<file path="src/rtl/drawrect_pkg.sv">
// drawrect_pkg: shared types and constants for the rectangle-draw subcommand.
//   state_t      - sequencer states (IDLE, SETUP, WRITE, DONE)
//   mode_t       - drawing modes (FILL, OUTLINE); encodings 2 and 3 are reserved
//   BYTE_W       - width of one emitted colour byte
//   width_of()   - address width helper: clog2(n), never less than 1 bit
package drawrect_pkg;

    typedef enum logic [1:0] {
        IDLE  = 2'd0,
        SETUP = 2'd1,
        WRITE = 2'd2,
        DONE  = 2'd3
    } state_t;

    typedef enum logic [1:0] {
        FILL    = 2'd0,
        OUTLINE = 2'd1
    } mode_t;

    localparam int BYTE_W = 8;

    function automatic int width_of(input int n);
        return (n > 1) ? $clog2(n) : 1;
    endfunction

endpackage

</file>
<file path="src/rtl/drawrect_bounds.sv">
// drawrect_bounds: combinational bound computation for one rectangle command.
// Computes the inclusive last column/row and decides whether the command
// produces any writes at all.
// Build option: define DRAWRECT_CLIP_EN to clamp rectangles that overhang the
// panel instead of rejecting them.
// Ports:
//   mode           in  drawing mode (reserved encodings are rejected)
//   x1, width      in  first column and column count
//   y1, height     in  first row and row count
//   x_last, y_last out inclusive last column/row (valid when skip=0)
//   skip           out no bytes are to be written
//   reject         out command refused (reserved mode or out of panel)
module drawrect_bounds
    import drawrect_pkg::*;
#(
    parameter  int PIXEL_WIDTH  = 64,
    parameter  int PIXEL_HEIGHT = 32,
    localparam int CW = width_of(PIXEL_WIDTH),
    localparam int RW = width_of(PIXEL_HEIGHT)
)(
    input  logic [1:0]    mode,
    input  logic [CW-1:0] x1,
    input  logic [CW-1:0] width,
    input  logic [RW-1:0] y1,
    input  logic [RW-1:0] height,
    output logic [CW-1:0] x_last,
    output logic [RW-1:0] y_last,
    output logic          skip,
    output logic          reject
);

    localparam logic [CW:0] X_MAX = (CW+1)'(PIXEL_WIDTH - 1);
    localparam logic [RW:0] Y_MAX = (RW+1)'(PIXEL_HEIGHT - 1);

    logic [CW:0] x_end_s;
    logic [RW:0] y_end_s;

    // One extra bit keeps x1+width-1 from wrapping so overhang is detectable.
    always_comb begin
        x_end_s = {1'b0, x1} + {1'b0, width} - (CW+1)'(1);
        y_end_s = {1'b0, y1} + {1'b0, height} - (RW+1)'(1);
        x_last  = x_end_s[CW-1:0];
        y_last  = y_end_s[RW-1:0];
        skip    = 1'b0;
        reject  = 1'b0;
        if ((mode != FILL) && (mode != OUTLINE)) begin
            skip   = 1'b1;
            reject = 1'b1;
        end else if ((width == CW'(0)) || (height == RW'(0))) begin
            // Empty rectangle: nothing to draw, but not an error.
            skip   = 1'b1;
            reject = 1'b0;
`ifdef DRAWRECT_CLIP_EN
        end else if (({1'b0, x1} > X_MAX) || ({1'b0, y1} > Y_MAX)) begin
            skip   = 1'b1;
            reject = 1'b1;
        end else begin
            if (x_end_s > X_MAX) begin
                x_last = X_MAX[CW-1:0];
            end else begin
                x_last = x_end_s[CW-1:0];
            end
            if (y_end_s > Y_MAX) begin
                y_last = Y_MAX[RW-1:0];
            end else begin
                y_last = y_end_s[RW-1:0];
            end
        end
`else
        end else if ((x_end_s > X_MAX) || (y_end_s > Y_MAX)) begin
            skip   = 1'b1;
            reject = 1'b1;
        end else begin
            x_last = x_end_s[CW-1:0];
            y_last = y_end_s[RW-1:0];
        end
`endif
    end

endmodule

</file>
<file path="src/rtl/control_subcmd_drawrect.sv">
// control_subcmd_drawrect: walks a filled or outlined rectangle over the panel
// and emits one colour byte per advancing WRITE cycle (raster order, most
// significant colour byte first).
// Build option: DRAWRECT_CLIP_EN (see drawrect_bounds) clamps overhanging
// rectangles instead of rejecting them.
// Ports:
//   clk, reset         clock and synchronous active-high reset
//   enable             start command in IDLE, advance one byte in WRITE
//   ack                acknowledge completion in DONE
//   mode               0=FILL, 1=OUTLINE, 2/3 reserved (rejected)
//   x1, width, y1, height, color   command operands, latched at start
//   row, column, pixel, data_out   current write address and byte
//   ram_write_enable   high throughout WRITE
//   ram_access_start   toggles once per emitted byte
//   busy, done, reject status flags
module control_subcmd_drawrect
    import drawrect_pkg::*;
#(
    parameter  int PIXEL_WIDTH     = 64,
    parameter  int PIXEL_HEIGHT    = 32,
    parameter  int BYTES_PER_PIXEL = 2,
    localparam int CW      = width_of(PIXEL_WIDTH),
    localparam int RW      = width_of(PIXEL_HEIGHT),
    localparam int PW      = width_of(BYTES_PER_PIXEL),
    localparam int COLOR_W = BYTES_PER_PIXEL * BYTE_W
)(
    input  logic               clk,
    input  logic               reset,
    input  logic               enable,
    input  logic               ack,
    input  logic [1:0]         mode,
    input  logic [CW-1:0]      x1,
    input  logic [CW-1:0]      width,
    input  logic [RW-1:0]      y1,
    input  logic [RW-1:0]      height,
    input  logic [COLOR_W-1:0] color,
    output logic [RW-1:0]      row,
    output logic [CW-1:0]      column,
    output logic [PW-1:0]      pixel,
    output logic [BYTE_W-1:0]  data_out,
    output logic               ram_write_enable,
    output logic               ram_access_start,
    output logic               busy,
    output logic               done,
    output logic               reject
);

    localparam logic [PW-1:0] PIX_TOP = PW'(BYTES_PER_PIXEL - 1);

    state_t             state_r;
    logic [CW-1:0]      x1_r;
    logic [CW-1:0]      width_r;
    logic [RW-1:0]      y1_r;
    logic [RW-1:0]      height_r;
    logic [1:0]         mode_r;
    logic [COLOR_W-1:0] color_r;

    logic [CW-1:0]      x_last_s;
    logic [RW-1:0]      y_last_s;
    logic               skip_s;
    logic               reject_s;

    logic [RW-1:0]      next_row_s;
    logic [CW-1:0]      next_col_s;
    logic [PW-1:0]      next_pix_s;
    logic               last_byte_s;
    logic               edge_row_s;

    function automatic logic [BYTE_W-1:0] color_byte(
        input logic [COLOR_W-1:0] c,
        input logic [PW-1:0]      p
    );
        return c[int'(p) * BYTE_W +: BYTE_W];
    endfunction

    drawrect_bounds #(
        .PIXEL_WIDTH  (PIXEL_WIDTH),
        .PIXEL_HEIGHT (PIXEL_HEIGHT)
    ) u_bounds (
        .mode   (mode_r),
        .x1     (x1_r),
        .width  (width_r),
        .y1     (y1_r),
        .height (height_r),
        .x_last (x_last_s),
        .y_last (y_last_s),
        .skip   (skip_s),
        .reject (reject_s)
    );

    // Next byte address; interior OUTLINE rows jump straight from x1 to x_last.
    always_comb begin
        next_row_s  = row;
        next_col_s  = column;
        next_pix_s  = pixel;
        last_byte_s = 1'b0;
        edge_row_s  = (row == y1_r) || (row == y_last_s);
        if (pixel != PW'(0)) begin
            next_pix_s = pixel - PW'(1);
        end else begin
            next_pix_s = PIX_TOP;
            if (column == x_last_s) begin
                if (row == y_last_s) begin
                    last_byte_s = 1'b1;
                end else begin
                    next_row_s = row + RW'(1);
                    next_col_s = x1_r;
                end
            end else if ((mode_r == OUTLINE) && !edge_row_s && (column == x1_r)) begin
                next_col_s = x_last_s;
            end else begin
                next_col_s = column + CW'(1);
            end
        end
    end

    // Command sequencer with registered address, data and status outputs.
    always_ff @(posedge clk) begin
        if (reset) begin
            state_r          <= IDLE;
            x1_r             <= CW'(0);
            width_r          <= CW'(0);
            y1_r             <= RW'(0);
            height_r         <= RW'(0);
            mode_r           <= 2'd0;
            color_r          <= COLOR_W'(0);
            row              <= RW'(0);
            column           <= CW'(0);
            pixel            <= PW'(0);
            data_out         <= BYTE_W'(0);
            ram_write_enable <= 1'b0;
            ram_access_start <= 1'b0;
            busy             <= 1'b0;
            done             <= 1'b0;
            reject           <= 1'b0;
        end else begin
            case (state_r)
                IDLE: begin
                    if (enable) begin
                        x1_r     <= x1;
                        width_r  <= width;
                        y1_r     <= y1;
                        height_r <= height;
                        mode_r   <= mode;
                        color_r  <= color;
                        busy     <= 1'b1;
                        reject   <= 1'b0;
                        state_r  <= SETUP;
                    end
                end
                SETUP: begin
                    if (skip_s) begin
                        busy    <= 1'b0;
                        done    <= 1'b1;
                        reject  <= reject_s;
                        state_r <= DONE;
                    end else begin
                        // Present the first byte immediately on entering WRITE.
                        row              <= y1_r;
                        column           <= x1_r;
                        pixel            <= PIX_TOP;
                        data_out         <= color_byte(color_r, PIX_TOP);
                        ram_write_enable <= 1'b1;
                        ram_access_start <= ~ram_access_start;
                        state_r          <= WRITE;
                    end
                end
                WRITE: begin
                    // The presented byte is consumed on each enabled cycle.
                    if (enable) begin
                        if (last_byte_s) begin
                            ram_write_enable <= 1'b0;
                            busy             <= 1'b0;
                            done             <= 1'b1;
                            state_r          <= DONE;
                        end else begin
                            row              <= next_row_s;
                            column           <= next_col_s;
                            pixel            <= next_pix_s;
                            data_out         <= color_byte(color_r, next_pix_s);
                            ram_access_start <= ~ram_access_start;
                        end
                    end
                end
                DONE: begin
                    if (ack) begin
                        done    <= 1'b0;
                        reject  <= 1'b0;
                        state_r <= IDLE;
                    end
                end
                default: begin
                    state_r          <= IDLE;
                    ram_write_enable <= 1'b0;
                    busy             <= 1'b0;
                    done             <= 1'b0;
                    reject           <= 1'b0;
                end
            endcase
        end
    end

endmodule

</file>
<file path="config.mk">
export PLATFORM = sky130hd
export DESIGN_NAME = control_subcmd_drawrect
export DESIGN_NICKNAME = d
export VERILOG_FILES = /design/src/rtl/drawrect_pkg.sv /design/src/rtl/drawrect_bounds.sv /design/src/rtl/control_subcmd_drawrect.sv
export SDC_FILE = /design/constraint.sdc
export NUM_CORES = 1
export LEC_CHECK = 0
export BUFFER_PORTS_ARGS = -buffer_cell sky130_fd_sc_hd__buf_2
export CORE_ASPECT_RATIO = 0.9
export CORE_MARGIN = 5
export CORE_UTILIZATION = 45
export CTS_CLUSTER_SIZE = 10
export DETAILED_ROUTE_END_ITERATION = 8
export PLACE_DENSITY = 0.66
export SLEW_MARGIN = 0
export SYNTH_ARGS = -nofsm -noshare
export SYNTH_HDL_FRONTEND = slang
export SYNTH_SLANG_ARGS = --single-unit
</file>
<file path="constraint.sdc">
create_clock -name clk -period 9.4 [get_ports clk]
set_clock_uncertainty 0.2 [all_clocks]
set_input_delay 1.88 -clock clk [delete_from_list [all_inputs] [get_ports clk]]
set_output_delay 1.88 -clock clk [all_outputs]
set_load 0.05 [all_outputs]
</file>
# Yosys cells after proc, flatten, opt, wreduce, memory -nomap -nowiden
# Cells that the tools add are included.
# totals
register_bits	67
input_bits	44
out_inout_bits	25
word_cells	127
# op_classes
n_shift	1
mux	56
n_reduce_logical	24
bitwise	1
n_addsub	7
eq_ne	20
magnitude_cmp	2
# ops
op	count
two-way mux 6 bit	7
two-way mux 5 bit	6
two-way mux 1 bit	26
two-way mux 8 bit	3
inequality test 2 bit (second input constant)	10
one-hot mux 8 bit (2 select lines)	1
AND reduction 4 bit	4
indexed part select 16 x 5 -> 8 bit	1
== test 6 bit	2
one-hot mux 6 bit (2 select lines)	1
== test 5 bit	2
one-hot mux 5 bit (2 select lines)	1
AND reduction 5 bit	2
one-hot mux 1 bit (3 select lines)	3
nonzero test 3 bit	3
two-way mux 2 bit	4
one-hot mux 2 bit (4 select lines)	1
adder 6 x 6 -> 7 bit	1
greater-than comparator 7 x 6 -> 1 bit (second input constant)	1
AND reduction 7 bit	1
subtractor 7 x 1 -> 7 bit (second input constant)	1
adder 5 x 5 -> 6 bit	1
adder 6 x 1 -> 6 bit (second input constant)	1
greater-than comparator 6 x 5 -> 1 bit (second input constant)	1
other kinds (18)	27

# Depth between registers and ports, before layout
# logic_depth
ltp_word	13
depth_mapped	14
mapped_depth_nobuf	13

# Hierarchy
# From an unflattened synthesis, not the netlist that was laid out.
# hier_totals
hier_cells	514
area_unflattened_um2	3993.8
# by_module_without_submodules
mod	seq_area_each_um2	area_per_inst_um2	n_inst	cells_each
control_subcmd_drawrect	1341.3	3325.7	1	415
drawrect_bounds	0.0	668.1	1	99

# Worst setup path after synthesis
# No wires, ideal clock.
# synth_timing
kind	register to register
startpoint	reg x1_r[1]
endpoint	reg ram_access_start
path_slack_ns	5.785
n_path_buf	1
setup_time_ns	0.121
path_stages_with_launch	15
period_less_slack_ns	3.615
t_required_ns	9.079
arrival_ns	3.294
path_cell_list	dfxtp_1 -> inv_1 -> ha_1 -> inv_1 -> ha_1 -> inv_1 -> fa_1 -> xor2_1 -> xnor2_1 -> or4_4 -> nor4_4 -> nand3b_2 -> and3_1 -> buf_6 -> mux2_4
# synth_via
elab_chain_cells	9
elab_cells_between_ends	13
classes_between	2 x add/sub; 1 x order compare; 3 x eq/ne; 5 x mux; 2 x reduce/logical
# synth_lines
item	line	rtl
start, declared	control_subcmd_drawrect.sv:51	logic [CW-1:0] x1_r;
start signal, assigned	control_subcmd_drawrect.sv:121	x1_r <= CW'(0);
start signal, assigned	control_subcmd_drawrect.sv:140	x1_r <= x1;
adder 6 x 6 -> 7 bit *	drawrect_bounds.sv:40	x_end_s = {1'b0, x1} + {1'b0, width} - (CW+1)'(1);
subtractor 7 x 1 -> 7 bit *	drawrect_bounds.sv:40	
greater-than comparator 7 x 6 -> 1 bit	drawrect_bounds.sv:70	end else if ((x_end_s > X_MAX) || (y_end_s > Y_MAX)) begin
logical OR 1 bit	drawrect_bounds.sv:70	
two-way mux 1 bit	drawrect_bounds.sv:70	
two-way mux 1 bit	drawrect_bounds.sv:49	end else if ((width == CW'(0)) || (height == RW'(0))) begin
two-way mux 1 bit	drawrect_bounds.sv:46	if ((mode != FILL) && (mode != OUTLINE)) begin
inequality test 2 bit (no line)	n/a	
AND reduction 4 bit (no line) *	n/a	
end signal, assigned	control_subcmd_drawrect.sv:164	ram_access_start <= ~ram_access_start;
end signal, assigned	control_subcmd_drawrect.sv:181	ram_access_start <= ~ram_access_start;
end, declared	control_subcmd_drawrect.sv:42	output logic ram_access_start,
# Mark *: on every way between the ends. The rest lies on a longest branch, timed or not.
# A chain may end at the register's enable or synchronous reset.

# Worst setup path after layout
# Same ends and word-level chain as after synthesis.

==> metrics.md <==
| Metric | Value |
|---|---|
| Largest net degree at the start of global routing | `66` |
| GRT Util Overall | `20.02%` |
| Most common cell in the synthesized netlist | `nand2_1` |
| Synth Area per Inst | `7.716 um2` |
| R2r endpoint | `ram_access_start` |
| Achievable frequency | `0.2497 GHz` |
| WP buf/inv | `3` |
| Final hold violation count | `0` |
| TritonRoute pass-1 iters | `5` |
| Largest cells by area after synthesis | `dfxtp_1, nand2_1, a21oi_1` |
| Worst Hold Class | `flip-flop to flip-flop` |
| Number of enable flip-flop cells after synthesis | `0` |
| Routed WL | `about 10000 um` |
| Iter 0 DRT Violations | `between 200 and 250` |
| CTS clk-pin slew, worst paths | `90 ps` |
| Critical path class | `flip-flop to flip-flop` |
| Distinct cells, synth | `53` |
| Area grow syn2layout | `14.52%` |
| H-Tree Depth | `3` |
| Post-CTS sizing | `0` |
| Placer Congestion | `0.8464` |
| Via count | `roughly 3.7k` |
| Post-CTS Hold Fix Bufs | `0` |
| Post-DP HPWL | `7626 um` |
| First-pass GRT wire length | `17190 um` |
| Global route overflow | `0` |
| Yosys warns | `0` |
| Port Buffers | `68` |
| Worst VDD drop | `145.3 uV` |
| Startpoint Class | `flip-flop` |
| R2R setup slack | `5400 ps` |
| Final Instance Count excl. Fillers | `around 700` |
| Register area share after synthesis | `33.75%` |
| Status | `finished, final reports clean` |
| Post-synthesis register bit count | `67` |
| Vias in the first global route | `3508` |
| Most used DFF post-synth | `dfxtp_1` |
| Clk Latency, worst-skew pair | `between 300 and 400 ps` |
| Num CTS Buffers | `9` |
| DIE AREA | `about 0.011 mm2` |
| Initial antenna violation count | `0` |
| CTS sink count | `67` |
| Drt via density | `5.276` |
| Required time of the critical path | `9440 ps` |
| Cell Rows | `32` |
| DR DRC count | `0` |
| Crit path capture type | `flip-flop` |
| Tcrit/Tclk final | `42.61%` |
| Post-synthesis net count | `about 600` |
| Worst slew margin | `35.81%` |
| Hold path start | `color_r[13]` |
| Tmin final | `4005 ps` |
| Nets | `approximately 640` |
| RSZ-0062 raised after global routing | `false` |
| Critical path destination | `ram_access_start` |
| Asr flop ratio synth | `0%` |
| Routed WL per cell | `14.96 um` |
| Number of diodes | `0` |
| Worst reg2reg startpoint | `x1_r[1]` |
| Share of the synthesized area in the top cell type | `33.75%` |
| Setup TNS | `0 ps` |
| Slowest-stage cell, CP | `or4_4` |
| Max-slew violations | `0` |
| Largest fanout on the critical path | `9` |
| Reg2Reg Depth | `13` |
| CP dominant cell by count | `inv_1` |
| Die W | `109.1 um` |
| Core area | `0.008608 mm2` |
| List of most frequent post-synthesis cells | `nand2_1, a21oi_1, dfxtp_1` |
| Clock Tree Buf Depth | `2` |
| Endpoints failing setup | `0` |
| Area of the mapped netlist | `about 0.0040 mm2` |
| Final antenna-violating net count | `0` |
| Worst path max stage delay | `570 ps` |
| Die H | `~99 um` |
| Leading area contributor after synthesis | `dfxtp_1` |
| Share of cells above drive strength 1 | `16.72%` |
| CTS tree | `yes` |
| Placed cells | `677` |
| CP delay by family, top | `simple AND/OR/NAND/NOR gates` |
| Max_cap viols | `0` |
| Crit path launch | `x1_r[1]` |
| Root Buffer | `clkbuf_8` |
| Crit path cell chain | `inv_1, ha_1, inv_1, ha_1, inv_1, fa_1, xor2_1, xnor2_1, or4_4, nor4_4, nand3b_2, and3_1, mux2_4` |
| I/O pin cnt | `69` |
| Tightest Pin Transition | `a little under 1000 ps` |
| Starting Density | `46.16%` |
| Post-CTS Setup Repair Bufs | `0` |
| Pwr Density | `about 340 mW/mm2` |
| Worst Path Arrival | `between 4000 and 5000 ps` |
| Leak | `~1.9 nW` |
| CP Depth | `13` |
| Synth Instances | `515` |
## worst reg2reg max path, cell delays in order, from the launching register on
cell and delay, ps:
dfxtp_1 380, inv_1 60, ha_1 260, inv_1 60, ha_1 160, inv_1 60
fa_1 410, xor2_1 230, xnor2_1 100, or4_4 570, nor4_4 420, nand3b_2 250
and3_1 410, mux2_4 330
## placed cells by master (no fill, tap or decap), types with 3 or more instances in the layout
master	n
o31ai_1	3
o21ai_0	5
nand2_1	103
buf_4	4
nor2b_1	3
mux2i_1	7
a31oi_1	12
inv_1	49
clkbuf_8	9
dfxtp_1	67
a311oi_1	9
nor2_1	16
a211oi_1	6
a21o_1	3
nor4_1	4
a21oi_1	69
nand2b_1	3
buf_2	68
xor2_1	14
nor3_1	12
nand3_1	16
ha_1	27
clkinvlp_4	4
xnor2_1	17
or3_1	3
## metal layers
metal  GRT usage (%)  part of all wire (%)  vias to the layer above
li1                -                     -                     1866
met1           28.99                    48                     1663
met2           29.04                    43                      117
met3           5.321                   7.8                       10
met4           5.922                   1.1                        0
met5               0                     0                        -
## worst min path at each step
| stage | endpoint | depth (start not counted) |
|---|---|---|
| 2_1_floorplan | height_r[4] | 2 |
| 3_3_place_gp | color_r[3] | 2 |
| 3_5_place_dp | color_r[7] | 2 |
| 4_1_cts | color_r[10] | 2 |
| 5_1_grt | color_r[10] | 2 |
| 6_report | color_r[13] | 2 |
## where the power goes
part | switching, W | total, W | internal [W]
combinational | 0.000582 | 0.000896 | 0.000314
sequential | 0.0000891 | 0.000452 | 0.000363
clock | 0.000125 | 0.000222 | 0.0000968
total | 0.000796 | 0.00157 | 0.000773
## cell type report
cell class	count	area, um2
Tap cell	119	148.9
Fill cell	840	4058
Inverter	49	183.9
Sequential cell	67	1341
Timing Repair Buffer	72	370.4
Clock buffer	9	123.9
Clock inverter	7	52.55
Multi-Input combinational cell	370	2330
## sequential cells by signal, indices dropped and copies added, names as in the netlist, 5 cells and up
register,count
row,5
width_r,6
data_out,8
x1_r,6
y1_r,5
color_r,16
height_r,5
column,6
## kinds of logic (layout without fill, tap and decap cells)
kind of cell | count (synthesis) | after routing | synth area share [%]
AOI/OAI and AO/OA | 124 | 124 | 18.92
muxes | 9 | 9 | 2.424
buffers and inverters | 78 | 137 | 7.619
adders and majority gates | 29 | 29 | 9.509
xor gates and xnor gates | 32 | 32 | 7.399
and+or+nand+nor | 176 | 176 | 20.37
DFF | 67 | 67 | 33.75
## metrics by stage
stage	hold slack (ps)	setup slack, ps	total power [W]	utilization, %	instance area [um2]
finish	261.8	5395	0.001570	52.86	4551
global route	280.7	5170	0.001692	52.86	4551
CTS	263.5	5378	0.001573	52.86	4551
floorplan	236.3	5785	0.001154	-	3974
detailed placement	251.0	5428	0.001347	50.81	4374
global placement	244.6	5528	0.001330	50.81	4374
Note: power is estimated with default switching activity, not from simulation.
